===== src/rtl/somador_sequencial_if.sv =====
// Handshake and data bundle for somador_sequencial.
// The sub line exists only when SOMADOR_SUB_EN is defined.
interface somador_sequencial_if #(
    parameter int WIDTH = 16
);
    logic             start;
    logic [WIDTH-1:0] a;
    logic [WIDTH-1:0] b;
    logic             cin;
`ifdef SOMADOR_SUB_EN
    logic             sub;
`endif
    logic             busy;
    logic             done;
    logic [WIDTH-1:0] s;
    logic             cout;
    logic             ovf;

    modport master (
        output start, a, b, cin,
`ifdef SOMADOR_SUB_EN
        output sub,
`endif
        input  busy, done, s, cout, ovf
    );

    modport slave (
        input  start, a, b, cin,
`ifdef SOMADOR_SUB_EN
        input  sub,
`endif
        output busy, done, s, cout, ovf
    );
endinterface


===== src/rtl/somador_sequencial.sv =====
// Multi-cycle adder: CHUNK bits per clock, carry rippled through a register.
// Define SOMADOR_SUB_EN to add the sub port (a - b - cin as a + ~b + ~cin).
module somador_sequencial #(
    parameter int WIDTH = 16,
    parameter int CHUNK = 4
) (
    input logic              clk,
    input logic              rst,
    somador_sequencial_if.slave bus
);
    localparam int M  = WIDTH / CHUNK;
    localparam int JW = (M > 1) ? $clog2(M) : 1;

    generate
        if (WIDTH < 2 || CHUNK < 1 || CHUNK > WIDTH || (WIDTH % CHUNK) != 0) begin : g_bad
            $error("somador_sequencial: invalid WIDTH/CHUNK");
        end
    endgenerate

    typedef enum logic [1:0] {IDLE, SOMA, FIM} state_t;

    state_t           state;
    state_t           state_nx;
    logic [WIDTH-1:0] a_q;
    logic [WIDTH-1:0] b_q;
    logic [WIDTH-1:0] acc_q;
    logic [WIDTH-1:0] acc_nx;
    logic [WIDTH-1:0] s_q;
    logic [WIDTH-1:0] b_eff;
    logic [JW-1:0]    j_q;
    logic [CHUNK:0]   part;
    logic             c_q;
    logic             cout_q;
    logic             ovf_q;
    logic             a_msb;
    logic             b_msb;
    logic             b_inv;
    logic             c_init;
    logic             last;

`ifdef SOMADOR_SUB_EN
    assign b_inv = bus.sub;
`else
    assign b_inv = 1'b0;
`endif

    // Subtraction folds into the adder: invert B and the carry-in.
    assign b_eff  = bus.b ^ {WIDTH{b_inv}};
    assign c_init = bus.cin ^ b_inv;

    // Operands are shifted down each cycle so the live chunk sits at bit 0;
    // the sum fills in from the top, landing in place after M shifts.
    assign part   = {1'b0, a_q[CHUNK-1:0]} + {1'b0, b_q[CHUNK-1:0]}
                  + (CHUNK+1)'(c_q);
    assign acc_nx = (acc_q >> CHUNK)
                  | (WIDTH'(part[CHUNK-1:0]) << (WIDTH - CHUNK));
    assign last   = (j_q == JW'(M - 1));

    // State register.
    always_ff @(posedge clk or posedge rst) begin
        if (rst) state <= IDLE;
        else     state <= state_nx;
    end

    // Next-state logic.
    always_comb begin
        state_nx = state;
        unique case (state)
            IDLE:    if (bus.start) state_nx = SOMA;
            SOMA:    if (last) state_nx = FIM;
            FIM:     state_nx = IDLE;
            default: state_nx = IDLE;
        endcase
    end

    // Operand latch, per-chunk add and result registers.
    always_ff @(posedge clk or posedge rst) begin
        if (rst) begin
            a_q    <= '0;
            b_q    <= '0;
            acc_q  <= '0;
            s_q    <= '0;
            j_q    <= '0;
            c_q    <= 1'b0;
            cout_q <= 1'b0;
            ovf_q  <= 1'b0;
            a_msb  <= 1'b0;
            b_msb  <= 1'b0;
        end else begin
            unique case (state)
                IDLE: begin
                    if (bus.start) begin
                        a_q   <= bus.a;
                        b_q   <= b_eff;
                        c_q   <= c_init;
                        j_q   <= '0;
                        acc_q <= '0;
                        a_msb <= bus.a[WIDTH-1];
                        b_msb <= b_eff[WIDTH-1];
                    end
                end
                SOMA: begin
                    a_q   <= a_q >> CHUNK;
                    b_q   <= b_q >> CHUNK;
                    c_q   <= part[CHUNK];
                    acc_q <= acc_nx;
                    j_q   <= j_q + JW'(1);
                    if (last) begin
                        s_q    <= acc_nx;
                        cout_q <= part[CHUNK];
                        ovf_q  <= (a_msb == b_msb) && (acc_nx[WIDTH-1] != a_msb);
                    end
                end
                default: ;
            endcase
        end
    end

    assign bus.busy = (state == SOMA);
    assign bus.done = (state == FIM);
    assign bus.s    = s_q;
    assign bus.cout = cout_q;
    assign bus.ovf  = ovf_q;
endmodule

===== src/flat_wrapper.sv =====
// flat-port wrapper written by rule: the top's interface ports become plain ports
module somador_sequencial_flat 
#(
    parameter int WIDTH = 16,
    parameter int CHUNK = 4
)
  (clk, rst, bus_start, bus_a, bus_b, bus_cin, bus_busy, bus_done, bus_s, bus_cout, bus_ovf);
  somador_sequencial_if #(.WIDTH(WIDTH)) bus_i ();
  input logic clk;
  input logic rst;
  input wire logic [$bits(bus_i.start)-1:0] bus_start;
  input wire logic [$bits(bus_i.a)-1:0] bus_a;
  input wire logic [$bits(bus_i.b)-1:0] bus_b;
  input wire logic [$bits(bus_i.cin)-1:0] bus_cin;
  output wire logic [$bits(bus_i.busy)-1:0] bus_busy;
  output wire logic [$bits(bus_i.done)-1:0] bus_done;
  output wire logic [$bits(bus_i.s)-1:0] bus_s;
  output wire logic [$bits(bus_i.cout)-1:0] bus_cout;
  output wire logic [$bits(bus_i.ovf)-1:0] bus_ovf;
  assign bus_i.start = bus_start;
  assign bus_i.a = bus_a;
  assign bus_i.b = bus_b;
  assign bus_i.cin = bus_cin;
  assign bus_busy = bus_i.busy;
  assign bus_done = bus_i.done;
  assign bus_s = bus_i.s;
  assign bus_cout = bus_i.cout;
  assign bus_ovf = bus_i.ovf;
  somador_sequencial #(.WIDTH(WIDTH), .CHUNK(CHUNK)) u_core (.clk(clk), .rst(rst), .bus(bus_i));
endmodule

===== config.mk =====
export PLATFORM = sky130hd
export DESIGN_NAME = somador_sequencial_flat
export DESIGN_NICKNAME = d
export VERILOG_FILES = /design/src/rtl/somador_sequencial_if.sv /design/src/rtl/somador_sequencial.sv /design/src/flat_wrapper.sv
export SDC_FILE = /design/constraint.sdc
export NUM_CORES = 1
export LEC_CHECK = 0
export ABC_AREA = 1
export CAP_MARGIN = 20
export CELL_PAD_IN_SITES_DETAIL_PLACEMENT = 1
export CELL_PAD_IN_SITES_GLOBAL_PLACEMENT = 1
export CORE_UTILIZATION = 35
export CTS_CLUSTER_DIAMETER = 200
export CTS_CLUSTER_SIZE = 28
export DETAILED_ROUTE_END_ITERATION = 10
export PLACE_DENSITY_LB_ADDON = 0.1
export SLEW_MARGIN = 0
export SYNTH_ARGS = -nofsm -noshare
export SYNTH_HDL_FRONTEND = slang
export SYNTH_SLANG_ARGS = --single-unit

===== constraint.sdc =====
create_clock -name clk -period 5.3 [get_ports clk]
set_input_delay 1.59 -clock clk [delete_from_list [all_inputs] [get_ports clk]]
set_output_delay 1.59 -clock clk [all_outputs]
set_load 0.02 [all_outputs]

After elaboration in Yosys (flattened, before gate mapping) --
Cells that the tools add are included.
Storage, ports and cells: register bits 73, input port bits 36, output and inout port bits 20, logic and storage cells 42
Operators by class: $add $sub $neg 3, equality and inequality tests 7, multiplexer cells 13, bitwise gates (word level) 1, reduce and logical (&&, ||, !) cells 7
Operator list (number):
- $pmux 16 s2 | 3
- $mux 16 | 3
- $or 12x16->16 | 1
- $pmux 2 s2 | 2
- $reduce_and 2->1 | 4
- $mux 2 | 3
- $add 4x4->5 | 1
- $add 5x1->5 | 1
- $eq 2x2->1 const B | 2
- $add 2x1->2 const B | 1
- $eq 2x1->1 const B | 1
- $logic_not 2->1 | 1
- $ne 2x1->1 const B | 1
- $ne 2x2->1 const B | 1
- $pmux 1 s2 | 1
- $reduce_bool 2->1 | 1
- $eq 1x1->1 | 1
- $logic_and 1x1->1 | 1
- $mux 1 | 1
- $ne 1x1->1 | 1

Logic depth before layout (Yosys ltp) --
Gate-level depths: netlist of the first run.
word-level depth 5, gate-level depth with buffers 8, gate-level depth less buffers 8

Worst setup path after synthesis of the first run --
Ideal clock, no wire load.
path type reg-to-output, start register u_core.state[1], end output bus_busy, data arrival time 787 ps, required time 3710 ps, path slack 2923 ps, stages on the path, launching flop included 5, path buffers 1, path through dfrtp_1 > inv_1 > nand2_2 > inv_1 > buf_2
Between the ends: longest elaborated chain between the ends 1
RTL lines:
- start, declared | RTL line somador_sequencial.sv:22 | state_t state;
- start signal, assigned | RTL line somador_sequencial.sv:62 | else state <= state_nx;
- $eq 2x1->1 | RTL line somador_sequencial.sv:119 | assign bus.busy = (state == SOMA);
- end, declared | RTL line flat_wrapper.sv:15 | output wire logic [$bits(bus_i.busy)-1:0] bus_busy;
Every way passes these cells.

Worst setup path in the final report of the first run --
Same ends and word-level chain as after synthesis.

==> results.ini, run 1 <==
[yosys]
synth-seq-area-share_pct=58.4
syn-num-nets=356
synth_area_mm2=0.00296
ys_ff_latch=69
avgSynthCellArea_um2=9.42
synth_cell_types=22
synth_warnings=0
syn_inst=314

[floorplanning]
die_h_um=94.0
die_area_mm2=0.00883
io_pins=56
core_area_mm2=0.00822
die_w_um=94.0
start_util_pct=36.0
std_cell_rows=33

[clock_network]
cts_sinks=69
clockBufferDepth=2
path_clk_slew_ns=0.08
cts_buffers=9
ctsResizeCount=0
ctsRootBufferMaster=clkbuf_8
holdBufCountCts=0
worstSkewPairLatency_ns=0.34
htreeDepth=3
cts_tree=done
cts_setup_buffers=0

[sta]
finalSetupViolations=0
max_slew_margin_pct=38.3
rsz0062_at_grt=false
finalHoldViolCount=0
whs_ns=0.483
fmax_mhz=272
worst_pin_slew_ns=0.924
period_share_pct=69.4
finalSetupTns_ns=0
period_minus_slack_ns=3.68
drv_slew=0
skew_ns=0.0122

[setup_path]
path_class=flop to primary output
crit_path_max_fanout=38
critPathMaxStageDelay_ns=0.62
cpMaxStageDelayCell=clkdlybuf4s50_1
crit_buf_inv=3
cp.arrival_ns=2.09
cp_common_cell=inv_1
path_delay_family=buffers and inverters
start_kind=flop
endpoint_kind=primary output
path_cells=inv_1 > nand2_2 > inv_1 > clkdlybuf4s50_1
critPathRequiredTime_ns=3.71

[drt]
viasPerCell=4.73
firstDrtPassIters=4
ant_nets=0
wl_per_cell_um=14.0
drt_iter0_drc=61
vias=2248
wirelength_um=6660
drc=0

[power]
p_leak_nw=1.71
swShare_pct=41.1
p_comb_share_pct=44.3
p_seq_share_pct=37.6
switchingPower_uw=974
p_total_mw=2.37
p_per_area_mw_per_mm2=636
ir_drop_mv=0.174
clkPwrFrac_pct=18.2
internal-power_mw=1.40

[cells_and_area]
drive_above_1_share_pct=6.22
fin_util_pct=45.4
antenna_cells=0
fin_nets=407
layout_commonest_cell=dfrtp_1
layoutNonFillerInstCount=475
area_growth_pct=26.1
mostFrequentLayoutCells=69 x dfrtp_1, 62 x nand2_1, 55 x clkdlybuf4s50_1

[job]
max-cap-violations=0

[worst_hold_path]
hold_path_class=flop to flop

[global_route]
track_usage_pct=16.8
grt_antenna_before_repair=0
grt_start_max_net_pins=40
grt_pass1_vias=2211
grt_pass1_wl_um=11300
grt_overflow=0

[placement]
port_buffers=55
dp.cells=459
finalWeightedCongestion=0.752
hpwl_um=4250

[outcome]
status=finished clean

==> synthesized netlist by cell type <==
library cell,instances,area share [%]
clkbuf_1,1,0.13
a21oi_1,52,8.8
inv_1,25,3.2
o21ai_1,3,0.51
ha_1,4,1.7
nor2_1,29,3.7
nand2_4,1,0.38
a22o_1,7,2.1
o21bai_1,1,0.25
o21ai_0,19,3.2
nand3_1,9,1.5
buf_4,1,0.25
nor2_2,1,0.21
nand2_2,1,0.21
fa_1,2,1.4
buf_6,6,2.3
buf_2,9,1.5
o22ai_1,10,2.1
inv_2,1,0.13
dfrtp_1,69,58
xor2_1,1,0.30
nand2_1,62,7.9
==> flip-flops by register name, summed over array words and instances, names as in the netlist <==
signal	count
u_core.b_msb	1
u_core.j_q	2
u_core.bus.cout	1
u_core.a_msb	1
u_core.bus.ovf	1
u_core.bus.s	16
u_core.b_q	16
u_core.a_q	16
u_core.c_q	1
u_core.state	2
u_core.acc_q	12
==> power groups by stage <==
| stage | clock (mW) | combinational (mW) | sequential, mW |
|---|---|---|---|
| 3_5_place_dp | 0 | 1.06 | 0.902 |
| 2_1_floorplan | 0 | 0.738 | 0.930 |
| 5_1_grt | 0.468 | 1.20 | 0.918 |
| 4_1_cts | 0.447 | 1.07 | 0.893 |
| 3_3_place_gp | 0 | 1.04 | 0.895 |
| 6_report | 0.431 | 1.05 | 0.891 |
==> final timing paths <==
path | slack [ns] | end | cells after the start | from
worst max-delay path | 1.62 | bus_busy | 4 | u_core.state[1]
worst min-delay path | 0.48 | u_core.j_q[0] | 1 | u_core.j_q[0]
worst min register to register | 0.48 | u_core.j_q[0] | 1 | u_core.j_q[0]
min in group asynchronous | 1.71 | u_core.bus.cout | 2 | rst
max in group asynchronous | 2.66 | u_core.b_q[5] | 3 | rst
worst max register to register | 2.55 | u_core.bus.s[15] | 8 | u_core.state[1]
==> stage by stage <==
stage	setup slack, ns	area (um2)
floorplan	1.97	2960
global placement	1.93	3530
detailed placement	1.92	3530
CTS	1.59	3730
global route	1.47	3730
finish	1.62	3730
==> cell families (layout without fill, tap and decap cells) <==
family / count (synthesis) / in the layout / synth area share [%]
simple gates: 103 / 103 / 13.9
buf+inv: 43 / 99 / 7.48
xor+xnor: 1 / 1 / 0.296
compound gates: 92 / 92 / 17.0
flops: 69 / 69 / 58.4
fa+ha+maj: 6 / 6 / 3.04
==> layer usage <==
metal	up-vias	wire, um	track usage (%)
met5	-	0	0
met4	0	98	6.54
met3	8	224	3.40
met2	49	3040	26.3
met1	1058	3300	22.9
li1	1133	-	-
==> layout make-up <==
type	instances	area, um2
multi-input cells	202	1010
well taps	105	131
inverters	26	97.6
flip-flops and latches	69	1730
repair buffers	57	566
clock inverters	6	62.6
fillers	971	4480
clock buffers	10	138
Power figures use the tool's default switching activity.
==> run 2, diff against run 1 <==
clock period = 3.1 ns   (was 5.3 ns; I/O delays follow)
==> results.ini, run 2 (same netlist as run 1, synthesis figures left out) <==
[outcome]
status=finished clean

[sta]
finalSetupTns_ns=0  ; unchanged
period_share_pct=80.2
period_minus_slack_ns=2.49
worst_pin_slew_ns=0.552  ; -0.371 ns
finalSetupViolations=0  ; unchanged
skew_ns=0.0129  ; +0.000649 ns
fmax_mhz=402
max_slew_margin_pct=63.1  ; +25 points
rsz0062_at_grt=false
drv_slew=0  ; unchanged
finalHoldViolCount=0  ; unchanged
whs_ns=0.478  ; -0.00484 ns

[global_route]
track_usage_pct=16.7  ; -0.15 points
grt_overflow=0  ; unchanged
grt_pass1_wl_um=11100  ; -1.7%
grt_pass1_vias=2259  ; +2.2%
grt_antenna_before_repair=0  ; unchanged
grt_start_max_net_pins=51  ; +28%

[setup_path]
r2r_slack_ns=1.26  ; -1.29 ns
start_kind=flop
cpMaxStageDelayCell=clkdlybuf4s50_1
critPathRequiredTime_ns=2.17  ; -1.54 ns
path_cells=inv_1 > nand2_2 > inv_1 > clkdlybuf4s50_1
cp-startpoint=u_core.state[1]
cp_common_cell=inv_1
crit_buf_inv=3  ; unchanged
r2r_start=u_core.c_q
path_class=flop to primary output
cp.arrival_ns=1.56  ; -0.53 ns
endpoint_kind=primary output
crit_path_max_fanout=3  ; -92%
critPathMaxStageDelay_ns=0.60  ; -0.02 ns
path_delay_family=buffers and inverters

[placement]
finalWeightedCongestion=0.754  ; +0.16%
port_buffers=55  ; unchanged
hpwl_um=4360  ; +2.5%

[floorplanning]
core_area_mm2=0.00822  ; unchanged
die_h_um=94.0  ; unchanged
io_pins=56  ; unchanged
die_area_mm2=0.00883  ; unchanged
std_cell_rows=33  ; unchanged
die_w_um=94.0  ; unchanged
start_util_pct=36.0  ; unchanged

[worst_hold_path]
worstHoldStart=u_core.j_q[0]
hold_path_class=flop to flop

[drt]
ant_nets=0  ; unchanged
wirelength_um=6640  ; -0.27%
vias=2272  ; +1.1%
drc=0  ; unchanged
firstDrtPassIters=4  ; unchanged
wl_per_cell_um=13.9  ; -0.90%
drt_iter0_drc=48  ; -21%
viasPerCell=4.75  ; +0.43%

[cells_and_area]
multi_input_area_mm2=0.00101  ; unchanged
n_fill_cell=962  ; -0.93%
antenna_cells=0  ; unchanged
drive_above_1_share_pct=6.43  ; +0.22 points
layout_commonest_cell=dfrtp_1
fin_nets=410  ; +0.74%
seq_area_mm2=0.00173  ; unchanged
fin_util_pct=45.8  ; +0.34 points
mostFrequentLayoutCells=69 x dfrtp_1, 62 x nand2_1, 55 x clkdlybuf4s50_1
area_growth_pct=27.1

[clock_network]
cts_tree=done
cts_sinks=69  ; unchanged
clockBufferDepth=2  ; unchanged
ctsResizeCount=0  ; unchanged
ctsRootBufferMaster=clkbuf_8
cts_buffers=9  ; unchanged
htreeDepth=3  ; unchanged
holdBufCountCts=0  ; unchanged
path_clk_slew_ns=0.07  ; about the same
worstSkewPairLatency_ns=0.34  ; about the same
cts_setup_buffers=0  ; unchanged

[job]
max-cap-violations=0  ; unchanged

[power]
p_per_area_mw_per_mm2=1080  ; +70%
ir_drop_mv=0.344  ; +98%
p_leak_nw=1.73  ; +1.2%

[run 2: layout make-up]
class	instances	area share (%)
Clock inverter	4	1.26
Sequential cell	69	45.9
Inverter	26	2.60
Timing Repair Buffer	60	16.0
Clock buffer	12	3.86
Multi-Input combinational cell	202	26.9
Tap cell	105	3.49
[run 2: worst paths after layout]
path	depth (start not counted)	endpoint
setup reg to reg	6	u_core.bus.cout
max in group asynchronous	3	u_core.a_q[3]
min in group asynchronous	2	u_core.bus.s[7]
hold reg to reg	1	u_core.j_q[0]
setup / recovery	4	bus_busy
hold / removal	1	u_core.j_q[0]
[run 2: routing by layer]
layer	vias up	track usage (%)	wire length, um
li1	1140	-	-
met4	0	7.69	107
met3	8	3.64	193
met1	1081	22.9	3310
met2	43	25.0	3030
met5	-	0	0
[run 2: where the power goes]
group | internal [mW] | switching [mW] | leakage (nW) | total [mW]
Clock | 0.392 | 0.334 | 0.0964 | 0.726
Sequential | 1.30 | 0.217 | 0.867 | 1.52
Combinational | 0.717 | 1.11 | 0.763 | 1.82
Total | 2.41 | 1.66 | 1.73 | 4.07
[run 2: stage by stage]
| stage | total power [mW] | cells | instance area, um2 | worst slack (ns) |
|---|---|---|---|---|
| global route | 4.43 | 478 | 3760 | 0.512 |
| finish | 4.07 | 478 | 3760 | 0.614 |
| floorplan | 2.85 | 314 | 2960 | 0.430 |
| detailed placement | 3.40 | 462 | 3570 | 0.697 |
| CTS | 4.14 | 478 | 3760 | 0.574 |
| global placement | 3.34 | 462 | 3570 | 0.758 |
